[config.mk]
export PLATFORM = sky130hd
export DESIGN_NAME = rvc_packer
export DESIGN_NICKNAME = d
export VERILOG_FILES = /design/src/rtl/rvc_pkg.sv /design/src/rtl/rvc_packer.sv
export SDC_FILE = /design/constraint.sdc
export NUM_CORES = 1
export LEC_CHECK = 0
export ABC_AREA = 1
export CAP_MARGIN = 40
export CORE_MARGIN = 5
export CORE_UTILIZATION = 52
export DETAILED_ROUTE_END_ITERATION = 8
export HOLD_SLACK_MARGIN = 0.12
export PLACE_DENSITY = 0.9
export SYNTH_ARGS = -nofsm -noshare
export SYNTH_HDL_FRONTEND = slang
export SYNTH_SLANG_ARGS = --single-unit
[constraint.sdc]
create_clock -name clk -period 2.25 [get_ports clk]
set_input_delay 0.3375 -clock clk [delete_from_list [all_inputs] [get_ports clk]]
set_output_delay 0.3375 -clock clk [all_outputs]
set_load 0.03 [all_outputs]
[src/rtl/rvc_pkg.sv]
// Shared definitions for the RVC packing / aligning pair.
package rvc_pkg;

  localparam logic [15:0] NOP_HALF_DEF = 16'h0001;

  typedef enum logic [1:0] {
    S_RUN = 2'd0,
    S_PAD = 2'd1,
    S_END = 2'd2
  } state_t;

  // Logical little-endian word to instruction-cache byte order (and back).
  function automatic logic [31:0] byte_rev32(input logic [31:0] w);
    return {w[7:0], w[15:8], w[23:16], w[31:24]};
  endfunction

endpackage

[src/rtl/rvc_packer.sv]
// Packs 32-bit and 16-bit RISC-V instructions into 32-bit cache-order words.
// A 32-bit instruction may straddle two words; a trailing odd halfword is
// padded with a c.nop so the final word is always complete.
module rvc_packer
  import rvc_pkg::*;
#(
  parameter int          ADDR_W   = 10,
  parameter logic [15:0] NOP_HALF = NOP_HALF_DEF
) (
  input  logic              clk,
  input  logic              rst_n,
  input  logic              in_valid,
  output logic              in_ready,
  input  logic [31:0]       in_instr,
  input  logic              in_half,
  input  logic              in_last,
  output logic              out_valid,
  input  logic              out_ready,
  output logic [31:0]       out_word,
  output logic [ADDR_W-1:0] out_addr,
  output logic              out_last,
  output logic              done,
  output logic              err
);

  state_t      state;
  logic        pend_v;
  logic [15:0] pend_h;

  logic        out_free;
  logic        in_fire;
  logic        emit;
  logic [31:0] word_log;
  logic        pend_v_nxt;
  logic [15:0] pend_h_nxt;
  logic        bad_enc;

  assign out_free = !out_valid || out_ready;
  assign in_ready = rst_n && (state == S_RUN) && out_free;
  assign in_fire  = in_valid && in_ready;
  assign done     = out_valid && out_ready && out_last;

  // A 32-bit beat that is not 32-bit encoded (all-zero is tolerated) or a
  // halfword carrying a 32-bit opcode marks the stream as malformed.
  assign bad_enc = in_half ? (in_instr[1:0] == 2'b11)
                           : ((in_instr[1:0] != 2'b11) && (in_instr != 32'h0));

  // Packing datapath: select the logical word and next pending halfword.
  always_comb begin
    emit       = 1'b0;
    word_log   = 32'h0;
    pend_v_nxt = pend_v;
    pend_h_nxt = pend_h;
    case ({pend_v, in_half})
      2'b00: begin
        emit     = 1'b1;
        word_log = in_instr;
      end
      2'b01: begin
        pend_v_nxt = 1'b1;
        pend_h_nxt = in_instr[15:0];
      end
      2'b11: begin
        emit       = 1'b1;
        word_log   = {in_instr[15:0], pend_h};
        pend_v_nxt = 1'b0;
      end
      default: begin
        emit       = 1'b1;
        word_log   = {in_instr[15:0], pend_h};
        pend_h_nxt = in_instr[31:16];
      end
    endcase
  end

  // Sequencer, pending halfword and one-entry registered output.
  always_ff @(posedge clk) begin
    if (!rst_n) begin
      state     <= S_RUN;
      pend_v    <= 1'b0;
      pend_h    <= 16'h0;
      out_valid <= 1'b0;
      out_word  <= 32'h0;
      out_addr  <= '0;
      out_last  <= 1'b0;
      err       <= 1'b0;
    end else begin
      if (out_valid && out_ready) begin
        out_valid <= 1'b0;
        out_addr  <= out_addr + {{(ADDR_W-1){1'b0}}, 1'b1};
      end
      case (state)
        S_RUN: begin
          if (in_fire) begin
            if (bad_enc) err <= 1'b1;
            pend_v <= pend_v_nxt;
            pend_h <= pend_h_nxt;
            if (emit) begin
              out_valid <= 1'b1;
              out_word  <= byte_rev32(word_log);
              out_last  <= in_last && !pend_v_nxt;
            end
            if (in_last) state <= pend_v_nxt ? S_PAD : S_END;
          end
        end
        S_PAD: begin
          if (out_free) begin
            out_valid <= 1'b1;
            out_word  <= byte_rev32({NOP_HALF, pend_h});
            out_last  <= 1'b1;
            pend_v    <= 1'b0;
            state     <= S_END;
          end
        end
        default: ;
      endcase
    end
  end

endmodule

==> report_table.html <==
<table>
<tr><th>Metric</th><th>Value</th></tr>
<tr><th colspan="2">Run status</th></tr>
<tr><td>Status</td><td>completed</td></tr>
<tr><th colspan="2">Power</th></tr>
<tr><td>Static leakage</td><td>1.67 nW</td></tr>
<tr><td>Pwr Density</td><td>686 mW/mm2</td></tr>
<tr><td>Worst-case vdd ir drop</td><td>0.411 mV</td></tr>
<tr><th colspan="2">Die</th></tr>
<tr><td>Die area</td><td>0.00789 mm2</td></tr>
<tr><td>Die Span Y</td><td>88.8 um</td></tr>
<tr><td>Width of the die</td><td>88.8 um</td></tr>
<tr><td>Floorplan row count</td><td>28</td></tr>
<tr><td>Number of primary I/O pins</td><td>85</td></tr>
<tr><td>Core Region</td><td>0.00599 mm2</td></tr>
<tr><td>Initial Util</td><td>53.9%</td></tr>
<tr><th colspan="2">STA</th></tr>
<tr><td>Post-route worst setup slack</td><td>128 ps</td></tr>
<tr><td>Final setup violation count</td><td>0</td></tr>
<tr><td>RSZ-0062 raised after global routing</td><td>false</td></tr>
<tr><td>Max Freq</td><td>0.471 GHz</td></tr>
<tr><td>Slew at the pin closest to its max-slew limit</td><td>468 ps</td></tr>
<tr><td>Slew HR</td><td>68.7%</td></tr>
<tr><td>Period minus WS final</td><td>2120 ps</td></tr>
<tr><td>Worst clock skew</td><td>9.79 ps</td></tr>
<tr><td>Aggregate negative setup slack</td><td>0 ps</td></tr>
<tr><td>Number of max-slew violations in the final report</td><td>0</td></tr>
<tr><td>Share of the clock period used by the worst path after layout</td><td>94.3%</td></tr>
<tr><td>Hold Fails Final Rpt</td><td>0</td></tr>
<tr><td>Worst hold slack</td><td>455 ps</td></tr>
<tr><th colspan="2">Synth</th></tr>
<tr><td>Xor/xnor cell area share of the yosys netlist</td><td>0.542%</td></tr>
<tr><td>Post-Synth Adder-Cell Area</td><td>1.16%</td></tr>
<tr><td>Net count of the mapped netlist</td><td>492</td></tr>
<tr><td>Mapped Avg Cell Area</td><td>7.17 um2</td></tr>
<tr><td>Share of synthesized area occupied by flip-flops and latches</td><td>39.6%</td></tr>
<tr><td>Number of different library cells in the post-synthesis netlist</td><td>27</td></tr>
<tr><td>Synth Area in Simple Gates</td><td>24.5%</td></tr>
<tr><td>Count of synthesis-stage warnings from yosys</td><td>0</td></tr>
<tr><td>Cell area after technology mapping</td><td>0.00323 mm2</td></tr>
<tr><td>Post-synthesis compound-gate area fraction</td><td>20.4%</td></tr>
<tr><td>Multiplexer fraction of the synthesized cell area</td><td>4.53%</td></tr>
<tr><td>Flip-flop and latch count after synthesis</td><td>64</td></tr>
<tr><td>Largest family of logic cells by synthesized area</td><td>simple AND/OR/NAND/NOR gates</td></tr>
<tr><td>Cell count after synthesis</td><td>451</td></tr>
<tr><th colspan="2">Place</th></tr>
<tr><td>Routability-driven placement congestion ratio</td><td>0.837</td></tr>
<tr><td>Input/output buffers</td><td>84</td></tr>
<tr><td>Setup WS pre-CTS</td><td>107 ps</td></tr>
<tr><td>Estimated wirelength of the detail-placed design</td><td>6490 um</td></tr>
<tr><th colspan="2">Clock tree</th></tr>
<tr><td>Gates resized, CTS repair</td><td>0</td></tr>
<tr><td>Clock input transition at the sequential cells of the worst setup and hold paths</td><td>70 ps</td></tr>
<tr><td>Number of levels in the clock H-tree</td><td>3</td></tr>
<tr><td>Clock tree from TritonCTS</td><td>yes</td></tr>
<tr><td>Worst skew pair latency</td><td>340 ps</td></tr>
<tr><td>Buffer count from post-CTS setup fixing</td><td>0</td></tr>
<tr><td>CTS buffer count</td><td>9</td></tr>
<tr><td>Clock buffer depth</td><td>2</td></tr>
<tr><td>Number of buffers inserted for hold repair after clock tree synthesis</td><td>0</td></tr>
<tr><td>Sinks on the clock net</td><td>64</td></tr>
<tr><td>Clock Tree Root</td><td>sky130_fd_sc_hd__clkbuf_8</td></tr>
<tr><th colspan="2">Cells and area</th></tr>
<tr><td>Most frequent cells in the layout</td><td>86 x sky130_fd_sc_hd__nand2_1, 83 x sky130_fd_sc_hd__clkdlybuf4s50_1, 64 x sky130_fd_sc_hd__dfxtp_1, 58 x sky130_fd_sc_hd__nor2_1, 46 x sky130_fd_sc_hd__a21oi_1</td></tr>
<tr><td>Post-synthesis to final-layout area growth</td><td>32.5%</td></tr>
<tr><td>Number of nets in the layout</td><td>571</td></tr>
<tr><td>Most common cell after layout, fill and taps aside</td><td>sky130_fd_sc_hd__nand2_1</td></tr>
<tr><td>Share of cells above drive strength 1</td><td>9.91%</td></tr>
<tr><td># diodes</td><td>0</td></tr>
<tr><th colspan="2">Global route</th></tr>
<tr><td>Maximum number of pins on one net before global-route repair</td><td>40</td></tr>
<tr><td>Wire length of the first global-routing pass</td><td>14900 um</td></tr>
<tr><td>Via count of the first global-routing pass</td><td>3341</td></tr>
<tr><td>Sum of overflow across all layers after global routing</td><td>0</td></tr>
<tr><td>Initial antenna violation count</td><td>0</td></tr>
<tr><td>Overall fraction of global-route tracks in use</td><td>24.3%</td></tr>
<tr><th colspan="2">Routing</th></tr>
<tr><td>Average wire per cell in the routed design</td><td>15.0 um</td></tr>
<tr><td>Detailed-route wire length on metal 1</td><td>3780 um</td></tr>
<tr><td>Metal2 WL</td><td>4400 um</td></tr>
<tr><td>Detail Route Antenna Nets</td><td>0</td></tr>
<tr><td>Number of design-rule violations left by the first detailed-router iteration</td><td>334</td></tr>
<tr><td>DRC violations left</td><td>0</td></tr>
<tr><td>Post-Route WL</td><td>9150 um</td></tr>
<tr><td>Met3 wirelength from detailed routing</td><td>733 um</td></tr>
<tr><td>1st-pass router iterations</td><td>5</td></tr>
<tr><td>Top routing layer in use</td><td>met4</td></tr>
<tr><td>Ratio of routed vias to standard cells</td><td>5.58</td></tr>
<tr><td>Routed vias</td><td>3401</td></tr>
<tr><th colspan="2">Worst setup path</th></tr>
<tr><td>Kind of critical path</td><td>in -&gt; out</td></tr>
<tr><td>Endpoint type of the worst setup path</td><td>output port</td></tr>
<tr><td>CP arrival</td><td>1780 ps</td></tr>
<tr><td>Origin of the critical flop-to-flop path</td><td>state[0]</td></tr>
<tr><td>FF-to-FF path depth</td><td>5</td></tr>
<tr><td>Startpoint Class</td><td>primary input</td></tr>
<tr><td>Critical path fanouts, max</td><td>4</td></tr>
<tr><td>Internal reg-to-reg setup slack</td><td>420 ps</td></tr>
<tr><td>Crit. Startpoint</td><td>out_ready</td></tr>
<tr><td>CP required</td><td>1910 ps</td></tr>
<tr><td>Capture point of the worst reg-to-reg path</td><td>out_word[29]</td></tr>
<tr><th colspan="2">Worst hold path</th></tr>
<tr><td>Hold-critical path depth</td><td>2</td></tr>
<tr><td>Startpoint of the worst hold path</td><td>err</td></tr>
<tr><td>Endpoint of the worst hold path</td><td>err</td></tr>
<tr><td>Hold WC Path Type</td><td>reg -&gt; reg</td></tr>
<tr><th colspan="2">Job</th></tr>
<tr><td>Reported max-cap violation count</td><td>0</td></tr>
</table>
[Yosys cell counts, drive strengths merged]
cell,count,share of area (%)
o21ai,55,8.9
a31oi,17,3.3
xnor2,1,0.27
nor2,61,7.8
nand3,25,4.2
inv,36,4.2
xor2,1,0.27
dfxtp,64,40
clkbuf,10,1.2
mux2,13,4.5
a21oi,46,7.1
nor3,5,0.93
ha,3,1.2
nand4,1,0.19
nand2,90,11
clkinv,2,0.23
buf,16,3.6
o21a,5,1.2
[layout make-up]
type                            instances  area (um2)
Timing Repair Buffer                   94         913
Tap cell                               75        93.8
Clock inverter                          5        56.3
Inverter                               38         143
Fill cell                             477        1710
Clock buffer                           11         141
Multi-Input combinational cell        323        1650
Sequential cell                        64        1280
[metrics by stage]
| step | area [um2] | cells | util (%) | power, mW |
|---|---|---|---|---|
| CTS | 4280 | 610 | 71.5 | 2.94 |
| floorplan | 3230 | 451 | - | 1.70 |
| global placement | 4080 | 594 | 68.2 | 1.94 |
| global route | 4280 | 610 | 71.5 | 3.07 |
| finish | 4280 | 610 | 71.5 | 2.94 |
| detailed placement | 4080 | 594 | 68.2 | 1.96 |
[critical path: stages]
cell,delay [ps]
sky130_fd_sc_hd__clkdlybuf4s50_1,540
sky130_fd_sc_hd__nand2_1,130
sky130_fd_sc_hd__nor2_1,100
sky130_fd_sc_hd__clkdlybuf4s50_1,670
[sequential cells by signal, summed over array words and instances (netlist names)]
name / cells
err: 1
out_addr: 10
out_last: 1
out_valid: 1
pend_h: 16
out_word: 32
state: 2
pend_v: 1
[kinds of logic after synthesis]
kind of cell | count (synthesis)
muxes | 13
DFF | 64
buffers and inverters | 64
and+or+nand+nor | 182
AOI/OAI and AO/OA | 123
xor gates and xnor gates | 2
adders and majority gates | 3
[power breakdown]
part | total, mW | switching (mW) | internal, mW
logic | 0.699 | 0.415 | 0.284
clock network | 0.990 | 0.450 | 0.540
registers | 1.25 | 0.0437 | 1.21
total | 2.94 | 0.908 | 2.03
[how the worst max path moves through the flow]
stage / end / depth (start not counted)
floorplan: out_word[28] / 8
global placement: done / 4
detailed placement: out_word[29] / 8
CTS: done / 4
global route: done / 4
finish: done / 4
[per-layer routing]
metal / track usage, % / vias up
met1: 29.9 / 1555
met2: 40.0 / 168
met4: 13.9 / 0
met3: 4.10 / 26
li1: - / 1652
met5: 0 / -
(Power assumes the default switching activity.)
